### src/rtl/axil_regbank_if.sv
// axi_if: AXI4-Lite link between one master and one slave.
interface axi_if #(
  parameter int P_ASIZE  = 32,
  parameter int P_DBYTES = 4
);
  logic                    awvalid;
  logic                    awready;
  logic [P_ASIZE-1:0]      awaddr;
  logic                    wvalid;
  logic                    wready;
  logic [P_DBYTES*8-1:0]   wdata;
  logic [P_DBYTES-1:0]     wstrb;
  logic                    bvalid;
  logic                    bready;
  logic [1:0]              bresp;
  logic                    arvalid;
  logic                    arready;
  logic [P_ASIZE-1:0]      araddr;
  logic                    rvalid;
  logic                    rready;
  logic [P_DBYTES*8-1:0]   rdata;
  logic [1:0]              rresp;
  modport master (
    output awvalid, awaddr, wvalid, wdata, wstrb, bready, arvalid, araddr, rready,
    input  awready, wready, bvalid, bresp, arready, rvalid, rdata, rresp
  );
  modport slave (
    input  awvalid, awaddr, wvalid, wdata, wstrb, bready, arvalid, araddr, rready,
    output awready, wready, bvalid, bresp, arready, rvalid, rdata, rresp
  );
endinterface

### src/rtl/axil_regbank.sv
// axil_regbank: AXI4-Lite register bank with byte strobes, SLVERR on out-of-range
// accesses, parallel register export and per-register write pulses.
module axil_regbank #(
  parameter int P_ASIZE  = 32,
  parameter int P_DBYTES = 4,
  parameter int P_NREGS  = 8
) (
  input  logic                            clk,
  input  logic                            rst,
  axi_if.slave                            s,
  output logic [P_NREGS*P_DBYTES*8-1:0]   regs_o,
  output logic [P_NREGS-1:0]              wr_pulse_o
);
  localparam int OFS = $clog2(P_DBYTES);
  localparam int DW  = P_DBYTES * 8;
  localparam int IW  = P_ASIZE - OFS;
  logic                          aw_held_q, aw_held_d, w_held_q, w_held_d;
  logic [IW-1:0]                 aw_idx_q, aw_idx_d, ar_idx;
  logic [DW-1:0]                 wdata_q, wdata_d, rdata_q, rdata_d, rd_word;
  logic [P_DBYTES-1:0]           wstrb_q, wstrb_d;
  logic                          bvalid_q, bvalid_d, rvalid_q, rvalid_d;
  logic [1:0]                    bresp_q, bresp_d, rresp_q, rresp_d;
  logic [P_NREGS-1:0][DW-1:0]    regs_q, regs_d;
  logic [P_NREGS-1:0]            pulse_q, pulse_d;
  logic                          aw_fire, w_fire, ar_fire, commit, aw_in, ar_in;
  always_comb begin
    aw_fire   = s.awvalid && !aw_held_q;
    w_fire    = s.wvalid && !w_held_q;
    ar_fire   = s.arvalid && !rvalid_q;
    commit    = aw_held_q && w_held_q && (!bvalid_q || s.bready);
    aw_in     = aw_idx_q < IW'(P_NREGS);
    ar_idx    = s.araddr[P_ASIZE-1:OFS];
    ar_in     = ar_idx < IW'(P_NREGS);
    aw_held_d = !commit && (aw_held_q || aw_fire);
    w_held_d  = !commit && (w_held_q || w_fire);
    aw_idx_d  = aw_fire ? s.awaddr[P_ASIZE-1:OFS] : aw_idx_q;
    wdata_d   = w_fire ? s.wdata : wdata_q;
    wstrb_d   = w_fire ? s.wstrb : wstrb_q;
    regs_d    = regs_q;
    pulse_d   = '0;
    rd_word   = '0;
    for (int i = 0; i < P_NREGS; i++) begin
      if (commit && aw_in && aw_idx_q == IW'(i)) begin
        for (int b = 0; b < P_DBYTES; b++)
          if (wstrb_q[b]) regs_d[i][b*8 +: 8] = wdata_q[b*8 +: 8];
        pulse_d[i] = |wstrb_q;
      end
      if (ar_idx == IW'(i)) rd_word = regs_q[i];
    end
    bvalid_d = commit || (bvalid_q && !s.bready);
    bresp_d  = commit ? (aw_in ? 2'b00 : 2'b10) : bresp_q;
    rvalid_d = ar_fire || (rvalid_q && !s.rready);
    rdata_d  = ar_fire ? rd_word : rdata_q;
    rresp_d  = ar_fire ? (ar_in ? 2'b00 : 2'b10) : rresp_q;
  end
  always_ff @(posedge clk or posedge rst) begin
    if (rst) begin
      aw_held_q <= 1'b0;
      w_held_q  <= 1'b0;
      aw_idx_q  <= '0;
      wdata_q   <= '0;
      wstrb_q   <= '0;
      bvalid_q  <= 1'b0;
      bresp_q   <= 2'b00;
      rvalid_q  <= 1'b0;
      rdata_q   <= '0;
      rresp_q   <= 2'b00;
      regs_q    <= '0;
      pulse_q   <= '0;
    end else begin
      aw_held_q <= aw_held_d;
      w_held_q  <= w_held_d;
      aw_idx_q  <= aw_idx_d;
      wdata_q   <= wdata_d;
      wstrb_q   <= wstrb_d;
      bvalid_q  <= bvalid_d;
      bresp_q   <= bresp_d;
      rvalid_q  <= rvalid_d;
      rdata_q   <= rdata_d;
      rresp_q   <= rresp_d;
      regs_q    <= regs_d;
      pulse_q   <= pulse_d;
    end
  end
  assign s.awready  = !aw_held_q;
  assign s.wready   = !w_held_q;
  assign s.bvalid   = bvalid_q;
  assign s.bresp    = bresp_q;
  assign s.arready  = !rvalid_q;
  assign s.rvalid   = rvalid_q;
  assign s.rdata    = rdata_q;
  assign s.rresp    = rresp_q;
  assign regs_o     = regs_q;
  assign wr_pulse_o = pulse_q;
endmodule
### src/flat_wrapper.sv
// flat-port wrapper written by rule: the top's interface ports become plain ports
module axil_regbank_flat 
#(
  parameter int P_ASIZE  = 32,
  parameter int P_DBYTES = 4,
  parameter int P_NREGS  = 8
)
  (clk, rst, regs_o, wr_pulse_o, s_awvalid, s_awaddr, s_wvalid, s_wdata, s_wstrb, s_bready, s_arvalid, s_araddr, s_rready, s_awready, s_wready, s_bvalid, s_bresp, s_arready, s_rvalid, s_rdata, s_rresp);
  axi_if #(.P_ASIZE(P_ASIZE), .P_DBYTES(P_DBYTES)) s_i ();
  input  logic clk;
  input  logic rst;
  output logic [P_NREGS*P_DBYTES*8-1:0] regs_o;
  output logic [P_NREGS-1:0] wr_pulse_o;
  input wire logic [$bits(s_i.awvalid)-1:0] s_awvalid;
  input wire logic [$bits(s_i.awaddr)-1:0] s_awaddr;
  input wire logic [$bits(s_i.wvalid)-1:0] s_wvalid;
  input wire logic [$bits(s_i.wdata)-1:0] s_wdata;
  input wire logic [$bits(s_i.wstrb)-1:0] s_wstrb;
  input wire logic [$bits(s_i.bready)-1:0] s_bready;
  input wire logic [$bits(s_i.arvalid)-1:0] s_arvalid;
  input wire logic [$bits(s_i.araddr)-1:0] s_araddr;
  input wire logic [$bits(s_i.rready)-1:0] s_rready;
  output wire logic [$bits(s_i.awready)-1:0] s_awready;
  output wire logic [$bits(s_i.wready)-1:0] s_wready;
  output wire logic [$bits(s_i.bvalid)-1:0] s_bvalid;
  output wire logic [$bits(s_i.bresp)-1:0] s_bresp;
  output wire logic [$bits(s_i.arready)-1:0] s_arready;
  output wire logic [$bits(s_i.rvalid)-1:0] s_rvalid;
  output wire logic [$bits(s_i.rdata)-1:0] s_rdata;
  output wire logic [$bits(s_i.rresp)-1:0] s_rresp;
  assign s_i.awvalid = s_awvalid;
  assign s_i.awaddr = s_awaddr;
  assign s_i.wvalid = s_wvalid;
  assign s_i.wdata = s_wdata;
  assign s_i.wstrb = s_wstrb;
  assign s_i.bready = s_bready;
  assign s_i.arvalid = s_arvalid;
  assign s_i.araddr = s_araddr;
  assign s_i.rready = s_rready;
  assign s_awready = s_i.awready;
  assign s_wready = s_i.wready;
  assign s_bvalid = s_i.bvalid;
  assign s_bresp = s_i.bresp;
  assign s_arready = s_i.arready;
  assign s_rvalid = s_i.rvalid;
  assign s_rdata = s_i.rdata;
  assign s_rresp = s_i.rresp;
  axil_regbank #(.P_ASIZE(P_ASIZE), .P_DBYTES(P_DBYTES), .P_NREGS(P_NREGS)) u_core (.clk(clk), .rst(rst), .s(s_i), .regs_o(regs_o), .wr_pulse_o(wr_pulse_o));
endmodule
### config.mk
export PLATFORM = sky130hd
export DESIGN_NAME = axil_regbank_flat
export DESIGN_NICKNAME = d
export VERILOG_FILES = /design/src/rtl/axil_regbank_if.sv /design/src/rtl/axil_regbank.sv /design/src/flat_wrapper.sv
export SDC_FILE = /design/constraint.sdc
export NUM_CORES = 1
export LEC_CHECK = 0
export ABC_AREA = 1
export CAP_MARGIN = 0
export CORE_UTILIZATION = 58
export DETAILED_ROUTE_END_ITERATION = 12
export DONT_BUFFER_PORTS = 1
export GPL_TIMING_DRIVEN = 0
export PLACE_DENSITY = 0.74
export SYNTH_ARGS = -nofsm -noshare
export SYNTH_HDL_FRONTEND = slang
export SYNTH_SLANG_ARGS = --single-unit
export TNS_END_PERCENT = 30
### constraint.sdc
create_clock -name clk -period 18.1 [get_ports clk]
set_clock_uncertainty 0.05 [all_clocks]
set_input_delay 5.43 -clock clk [delete_from_list [all_inputs] [get_ports clk]]
set_output_delay 5.43 -clock clk [all_outputs]
set_load 0.01 [all_outputs]
### Word-level counts from Yosys, hierarchy flattened

Index checks and enable logic that the tools add are counted.

| storage, ports and cells | value |
|---|---|
| bits of input ports | 107 |
| logic and storage cells | 142 |
| bits in registers | 370 |

| cells by class | value |
|---|---|
| magnitude comparators | 2 |
| eq/ne operators | 14 |
| multiplexer cells | 18 |
| reductions and logical operators | 65 |

Operators with widths:

| kind | count |
|---|---|
| 32-bit two-way mux | 8 |
| 30-bit by 3-bit == test with 1-bit output, second input constant | 8 |
| 30-bit by 2-bit == test with 1-bit output, second input constant | 4 |
| 2-bit AND reduction | 32 |
| 30-bit by 1-bit == test with 1-bit output, second input constant | 2 |
| 30-bit zero test | 2 |
| 30-bit by 4-bit < comparator with 1-bit output, second input constant | 2 |
| 1-bit logical AND | 18 |
| 1-bit two-way mux | 8 |
| 1-bit zero test | 7 |
| 1-bit logical OR | 5 |
| 2-bit two-way mux | 2 |
| 4-bit OR reduction | 1 |

### Longest topological paths before layout

Gate-level depths: netlist of run 1.

| logic depth | value |
|---|---|
| depth after elaboration | 9 |
| mapped depth | 13 |

### Least setup slack after synthesis of run 1

No wires, ideal clock.

| timing | value |
|---|---|
| path kind | input -> register |
| from | in s_araddr[8] |
| to | reg u_core.rdata_q[10] (netlist: u_core.s.rdata[10]) |
| buffers on the path | 1 |
| data arrival time | 6.800 ns |
| library setup time | 0.066 ns |
| cell stages on the path | 10 |
| path slack | 11.184 ns |
| path through | inv_1 -> nand2_1 -> nor2_1 -> nand4_1 -> nor4_2 -> clkbuf_1 -> nand2_1 -> nand4_1 -> nand2_1 -> nand2_1 |

| on the way | value |
|---|---|
| cells in the longest elaborated chain, start to end | 9 |

RTL lines:

| item | line | text |
|---|---|---|
| start, declared | flat_wrapper.sv:21 | `input wire logic [$bits(s_i.araddr)-1:0] s_araddr;` |
| 30-bit zero test | axil_regbank.sv:48 | `if (ar_idx == IW'(i)) rd_word = regs_q[i];` |
| 32-bit two-way mux (7 in series) | axil_regbank.sv:48 |  |
| 32-bit two-way mux * | axil_regbank.sv:48 |  |
| end signal, assigned | axil_regbank.sv:79 | `rdata_q <= rdata_d;` |
| end, declared | axil_regbank.sv:19 | `logic [DW-1:0] wdata_q, wdata_d, rdata_q, rdata_d, rd_word;` |

Mark *: on every way between the ends. The rest lies on a longest branch, timed or not.
A chain may end at the register's enable or synchronous reset.

### Final worst setup path of run 1

| timing | value |
|---|---|
| from | in s_araddr[11] |
| to | reg u_core.rdata_q[26] (netlist: u_core.s.rdata[26]) |

Same word-level chain as after synthesis.

==> metrics.csv, run 1 <==
metric,value,unit
area grow syn2layout,10.8,%
crit path max fanout,10,
reg2reg setup slack,14.89,ns
GRT Overall Usage,36.2,%
post-CTS setup buffer count,0,
Synth Instances,1782,
crit path time final,7.40,ns
antenna violations before repair,1,
CP startpoint kind,input pin,
total power density per cell area,114,nW/um^2
setup TNS,0,ns
Fmax,0.135,GHz
reg2reg end,u_core.regs_o[240],
FP Rows,60,
drt first pass iters,5,
routed wire length,51400,um
WP data arrival,7.80,ns
H-tree depth,2,
Final Cycle Share,40.9,%
Netlist cell types,29,
timing startpoint of the critical path,s_araddr[11],
clk_lat worst skew,0.52,ns
cts hold-fix bufs,0,
vias per inst,6.18,
final instance area,17700,sq um
Mapped Area,16000,sq um
Crit Path Class,input pin to flop,
Die W,168,um
# fillers,2190,
Tightest Pin Transition,1.14,ns
CP max-delay cell,nor4_2,
die area,28200,sq um
share of cells above drive strength 1,10.6,%
"Largest stage delay, worst path",0.85,ns
critical path capture point type,flop,
post_cts resized,0,
wl on met1,19400,um
ys async rst share,100,%
clock tree sinks,368,
post-synthesis sequential area ratio,57.6,%
CTS tree,done,
Reg2Reg Depth,10,
Die Y,168,um
hpwl dp,37100,um
effective utilization at floorplan,59.3,%
Core Region,27000,sq um
Most Frequent Cell on Critical Path,nand2_1,
"flops & latches, synth",368,
leading post-synthesis cells by cell area,"dfrtp_1 58%, nand2_1 12%, nand3_1 4.3%",
"Slew Viols, Final",0,
worst hold path class,flop to flop,
residual DRC count,0,
global-route wire length before repair,77200,um
clk slew on worst S/H paths,0.06,ns
Post-synth EDFFs,0,
layout net count,1932,
Num CTS Buffers,38,
leakage power,0.00821,uW
final worst slack,10.70,ns
WL per Instance,23.4,um
largest net degree at the start of global routing,140,
number of top-level pins,412,
max cap viols,0,
initial DRC count,1209,
warnings from Yosys,0,
via count,13553,
Slew HR,23.0,%
Worst R2R Start,u_core.aw_idx_q[25],
"Cell Area, Placed",16500,sq um
maximum vdd ir drop,109,uV
highest routed layer,met4,
CP required,18.50,ns
GRT overflow,0,
setup violators final,0,
GPL Wtd Cong,0.971,
most frequent cells in the layout,"493 x nand2_1, 368 x dfrtp_1, 151 x nor2_1",
post-synth top area share,57.6,%
Critical Path End,u_core.s.rdata[26],
met2 wire len,23900,um
cell taking the most area after synthesis,dfrtp_1,
outcome,completed,
synthesized area per cell,8.97,sq um
root buffer cell,clkbuf_16,
vias in the first global route,12964,
n_diodes,0,
Buffers on Ports,0,
final hold vios,0,
worst path cell trace,"nor2_1, and2_1, nand2_1, nor4_2, clkbuf_1, nand2_1, nand4_1, nand2_1, nand2_1",
Max clock buf depth,3,
post-route ant nets,0,
pre-CTS worst setup slack,10.21,ns
DR WL met3,5580,um
RSZ-0062 raised after global routing,false,
ys flop type,dfrtp_1,
"most common cell after layout, fill and taps aside",nand2_1,
## cells by family after synthesis
| logic type | count (synthesis) | synth area share, % |
|---|---|---|
| AOI/OAI and AO/OA | 293 | 9.84 |
| other | 1 | 0.0235 |
| DFF | 368 | 57.6 |
| muxes | 32 | 2.26 |
| buffers and inverters | 189 | 5.44 |
| and+or+nand+nor | 899 | 24.8 |
## power by group
group	internal [uW]	total (uW)	leakage [uW]	switching, uW
sequential	898	934	0.00495	35.3
combinational	71.5	311	0.00265	240
clock	449	771	0.000614	322
total	1420	2020	0.00821	597
## area by class of cell
| type | instances | area, sq um | area share, % |
|---|---|---|---|
| Clock inverter | 10 | 56.3 | 0.318 |
| Inverter | 97 | 377 | 2.13 |
| Timing Repair Buffer | 2 | 55.1 | 0.311 |
| Sequential cell | 368 | 9210 | 52.0 |
| Multi-Input combinational cell | 1226 | 5900 | 33.3 |
| Buffer | 92 | 500 | 2.83 |
| Tap cell | 341 | 427 | 2.41 |
| Clock buffer | 57 | 1180 | 6.64 |
## sequential cells by signal, summed over array words and instances (netlist names)
| register | count |
|---|---|
| u_core.w_held_q | 1 |
| u_core.aw_idx_q | 30 |
| u_core.wstrb_q | 4 |
| u_core.s.rresp | 1 |
| u_core.aw_held_q | 1 |
| u_core.s.rdata | 32 |
| u_core.wr_pulse_o | 8 |
| u_core.s.bresp | 1 |
| u_core.regs_o | 256 |
| u_core.s.rvalid | 1 |
| u_core.wdata_q | 32 |
| u_core.s.bvalid | 1 |
## worst min path at each step
stage	start	endpoint	depth (start not counted)
6_report	u_core.aw_idx_q[20]	u_core.aw_idx_q[20]	1
3_3_place_gp	u_core.aw_idx_q[13]	u_core.aw_idx_q[13]	1
3_5_place_dp	u_core.aw_idx_q[18]	u_core.aw_idx_q[18]	1
5_1_grt	u_core.aw_idx_q[12]	u_core.aw_idx_q[12]	1
2_1_floorplan	u_core.aw_idx_q[10]	u_core.aw_idx_q[10]	1
4_1_cts	u_core.aw_idx_q[12]	u_core.aw_idx_q[12]	1
## routing by layer
metal	up-vias	track usage [%]
met2	764	57.8
met3	152	10.8
met5	-	0
li1	5984	-
met4	0	16.9
met1	6653	45.6
## synthesized netlist by cell type, drive strengths merged (4+ instances only)
| library cell | instances |
|---|---|
| a21oi | 34 |
| buf | 56 |
| clkbuf | 36 |
| clkinv | 4 |
| dfrtp | 368 |
| inv | 93 |
| mux2 | 32 |
| nand2 | 513 |
| nand3 | 136 |
| nand4 | 73 |
| nor2 | 154 |
| nor3 | 7 |
| nor4 | 11 |
| o21ai | 258 |
## per-stage QoR
step	utilization (%)	hold WS [ns]	power (uW)	instances
floorplan	-	0.421	1150	1783
global placement	60.9	0.430	1240	2124
finish	65.7	0.456	2020	2193
CTS	65.7	0.452	2010	2193
global route	65.7	0.466	2080	2193
detailed placement	61.1	0.445	1250	2126
## critical path: cells and delay by family
kind / cells / cell delay, ns
and+or+nand+nor: 8 / 1.81
buffers and inverters: 1 / 0.56
Power figures use the tool's default switching activity.
==> run 2, diff against run 1 <==
clock period = 7.7 ns   (was 18.1 ns; I/O delays follow)
==> metrics.csv, run 2 (same netlist as run 1, synthesis figures left out) <==
metric,value,unit,change
Slew HR,27.4,%,was 23.0%
GRT overflow,0,,unchanged
most frequent cells in the layout,"493 x nand2_1, 368 x dfrtp_1, 151 x nor2_1",,unchanged
outcome,completed,,unchanged
final worst slack,3.42,ns,was 10.70 ns
post-route ant nets,0,,unchanged
routed wire length,51400,um,about the same
CP max-delay cell,nor4_2,,unchanged
CP top delay family,simple AND/OR/NAND/NOR gates,,unchanged
residual DRC count,0,,unchanged
CP startpoint kind,input pin,,unchanged
"most common cell after layout, fill and taps aside",nand2_1,,unchanged
leakage power,0.00831,uW,was 0.00821 uW
Fmax,0.234,GHz,
CTS tree,done,,unchanged
Post-Layout Cell Count,2204,,"was 2,193"
Num CTS Buffers,39,,was 38
Buffers on Ports,0,,unchanged
Tightest Pin Transition,1.08,ns,was 1.14 ns
n_diodes,0,,unchanged
GPL Wtd Cong,0.939,,was 0.971
H-tree depth,2,,unchanged
Core Region,27000,sq um,unchanged
hpwl dp,38200,um,"was 37,100 um"
max cap viols,0,,unchanged
critical path capture point type,flop,,unchanged
number of flip-flops in the largest register,256,,unchanged
CP required,8.10,ns,was 18.50 ns
worst hold path class,flop to flop,,unchanged
hold path endpoint,u_core.aw_idx_q[10],,was u_core.aw_idx_q[20]
Max clock buf depth,3,,unchanged
total power density per cell area,271,nW/um^2,was 114 nW/um^2
clk slew on worst S/H paths,0.06,ns,about the same
Crit Path Class,input pin to flop,,unchanged
crit path max fanout,10,,unchanged
setup violators final,0,,unchanged
global-route wire length before repair,78700,um,"was 77,200 um"
effective utilization at floorplan,59.3,%,unchanged
setup TNS,0,ns,unchanged
reg2reg end,u_core.regs_o[241],,was u_core.regs_o[240]
Worst Hold Depth,1,,unchanged
reg2reg setup slack,4.44,ns,was 14.89 ns
pre-CTS worst setup slack,2.95,ns,was 10.21 ns
met2 wire len,24000,um,"was 23,900 um"
largest net degree at the start of global routing,45,,was 140
"Slew Viols, Final",0,,unchanged
Multi-input gate area,5900,sq um,unchanged
post_cts resized,0,,unchanged
Final Power,4850,uW,was 2020 uW
maximum vdd ir drop,258,uV,was 109 uV
Die W,168,um,unchanged
final hold vios,0,,unchanged
die area,28200,sq um,unchanged
Most Frequent Cell on Critical Path,nand2_1,,unchanged
clock tree sinks,368,,unchanged
timing startpoint of the critical path,s_araddr[8],,was s_araddr[11]
share of cells above drive strength 1,11.2,%,was 10.6%
drt first pass iters,6,,was 5
post-CTS setup buffer count,0,,unchanged
highest routed layer,met5,,was met4
Die Y,168,um,unchanged
Final Cycle Share,55.6,%,
DR WL met3,5550,um,was 5580 um
layout net count,1940,,"was 1,932"
worst path cell trace,"inv_1, nand2_1, nor2_1, nand4_1, nor4_2, clkbuf_1, nand2_1, nand4_1, nand2_1, nand2_1",,"was nor2_1, and2_1, nand2_1, nor4_2, clkbuf_1, nand2_1, nand4_1, nand2_1, nand2_1"
# fillers,2188,,"was 2,190"
area grow syn2layout,12.2,%,was 10.8%
Reg2Reg Depth,9,,was 10
crit path time final,4.28,ns,
Hold Slack,0.458,ns,was 0.456 ns
vias per inst,6.08,,was 6.18
via count,13401,,"was 13,553"
hold path startpoint,u_core.aw_idx_q[10],,was u_core.aw_idx_q[20]
WP data arrival,4.68,ns,was 7.80 ns
initial DRC count,1131,,"was 1,209"
Placed Instances,2133,,"was 2,126"
GRT Overall Usage,36.8,%,was 36.2%
"Largest stage delay, worst path",0.71,ns,was 0.85 ns
vias in the first global route,13281,,"was 12,964"
RSZ-0062 raised after global routing,false,,unchanged
number of top-level pins,412,,unchanged
root buffer cell,clkbuf_16,,unchanged
Worst R2R Start,u_core.aw_idx_q[22],,was u_core.aw_idx_q[25]
cts hold-fix bufs,0,,unchanged
clk_lat worst skew,0.51,ns,was 0.52 ns
wl on met1,19200,um,"was 19,400 um"
"Buf+Inv Stages, Crit Path",2,,was 1
FP Rows,60,,unchanged
antenna violations before repair,1,,unchanged
FF/Latch Area,9210,sq um,unchanged
WL per Instance,23.3,um,was 23.4 um
-- run 2: cell types whose count changed in the layout (fill, tap and decap cells not counted) --
cell and change:
bufinv_16 +4, buf_12 +8, inv_8 -1, clkinv_2 +3
clkinvlp_4 +2, buf_16 -1, clkbuf_8 -3, clkbuf_1 -1
-- run 2: power breakdown --
| part | leakage [uW] | internal [uW] | switching [uW] | total [uW] |
|---|---|---|---|---|
| combinational | 0.00270 | 175 | 558 | 733 |
| clock | 0.000659 | 1170 | 762 | 1930 |
| sequential | 0.00495 | 2110 | 81.2 | 2190 |
| total | 0.00831 | 3450 | 1400 | 4850 |
-- run 2: layout make-up --
type	count	area share, %
inverter	97	2.08
sequential	368	51.4
buffer	92	2.79
clock buffer	53	6.31
timing repair buffer	9	1.05
clock inverter	18	1.11
multi-input combinational	1226	32.9
tap	341	2.38
-- run 2: per-stage QoR --
stage               utilization, %  cell area (sq um)
floorplan                        -              16000
global placement              60.9              16400
detailed placement            61.6              16600
CTS                           66.5              17900
global route                  66.5              17900
finish                        66.5              17900
-- run 2: metal layers --
layer / vias up / GRT usage [%]
li1: 6019 / -
met5: - / 0
met1: 6531 / 44.8
met3: 151 / 12.5
met2: 698 / 59.3
met4: 2 / 17.0
-- run 2: worst max-delay path by stage --
stage	cells after the start	end
after floorplan	1	u_core.aw_held_q
after global placement	1	u_core.regs_o[170]
after detailed placement	9	u_core.s.rdata[27]
after CTS	9	u_core.s.rdata[27]
after global routing	10	u_core.s.rdata[19]
final	10	u_core.s.rdata[27]
==> run 3, diff against run 2 <==
clock period = 4.5 ns   (was 7.7 ns; I/O delays follow)
==> results of run 3 <==
The final DEF is identical to that of run 2. Status: completed.
Among the figures that moved: setup slack after placement 2.95 ns -> 0.715 ns; setup slack after layout 3.42 ns -> 1.18 ns; register-to-register setup slack 4.44 ns -> 1.24 ns; total power 4850 uW -> 8310 uW; worst IR drop on VDD 258 uV -> 441 uV
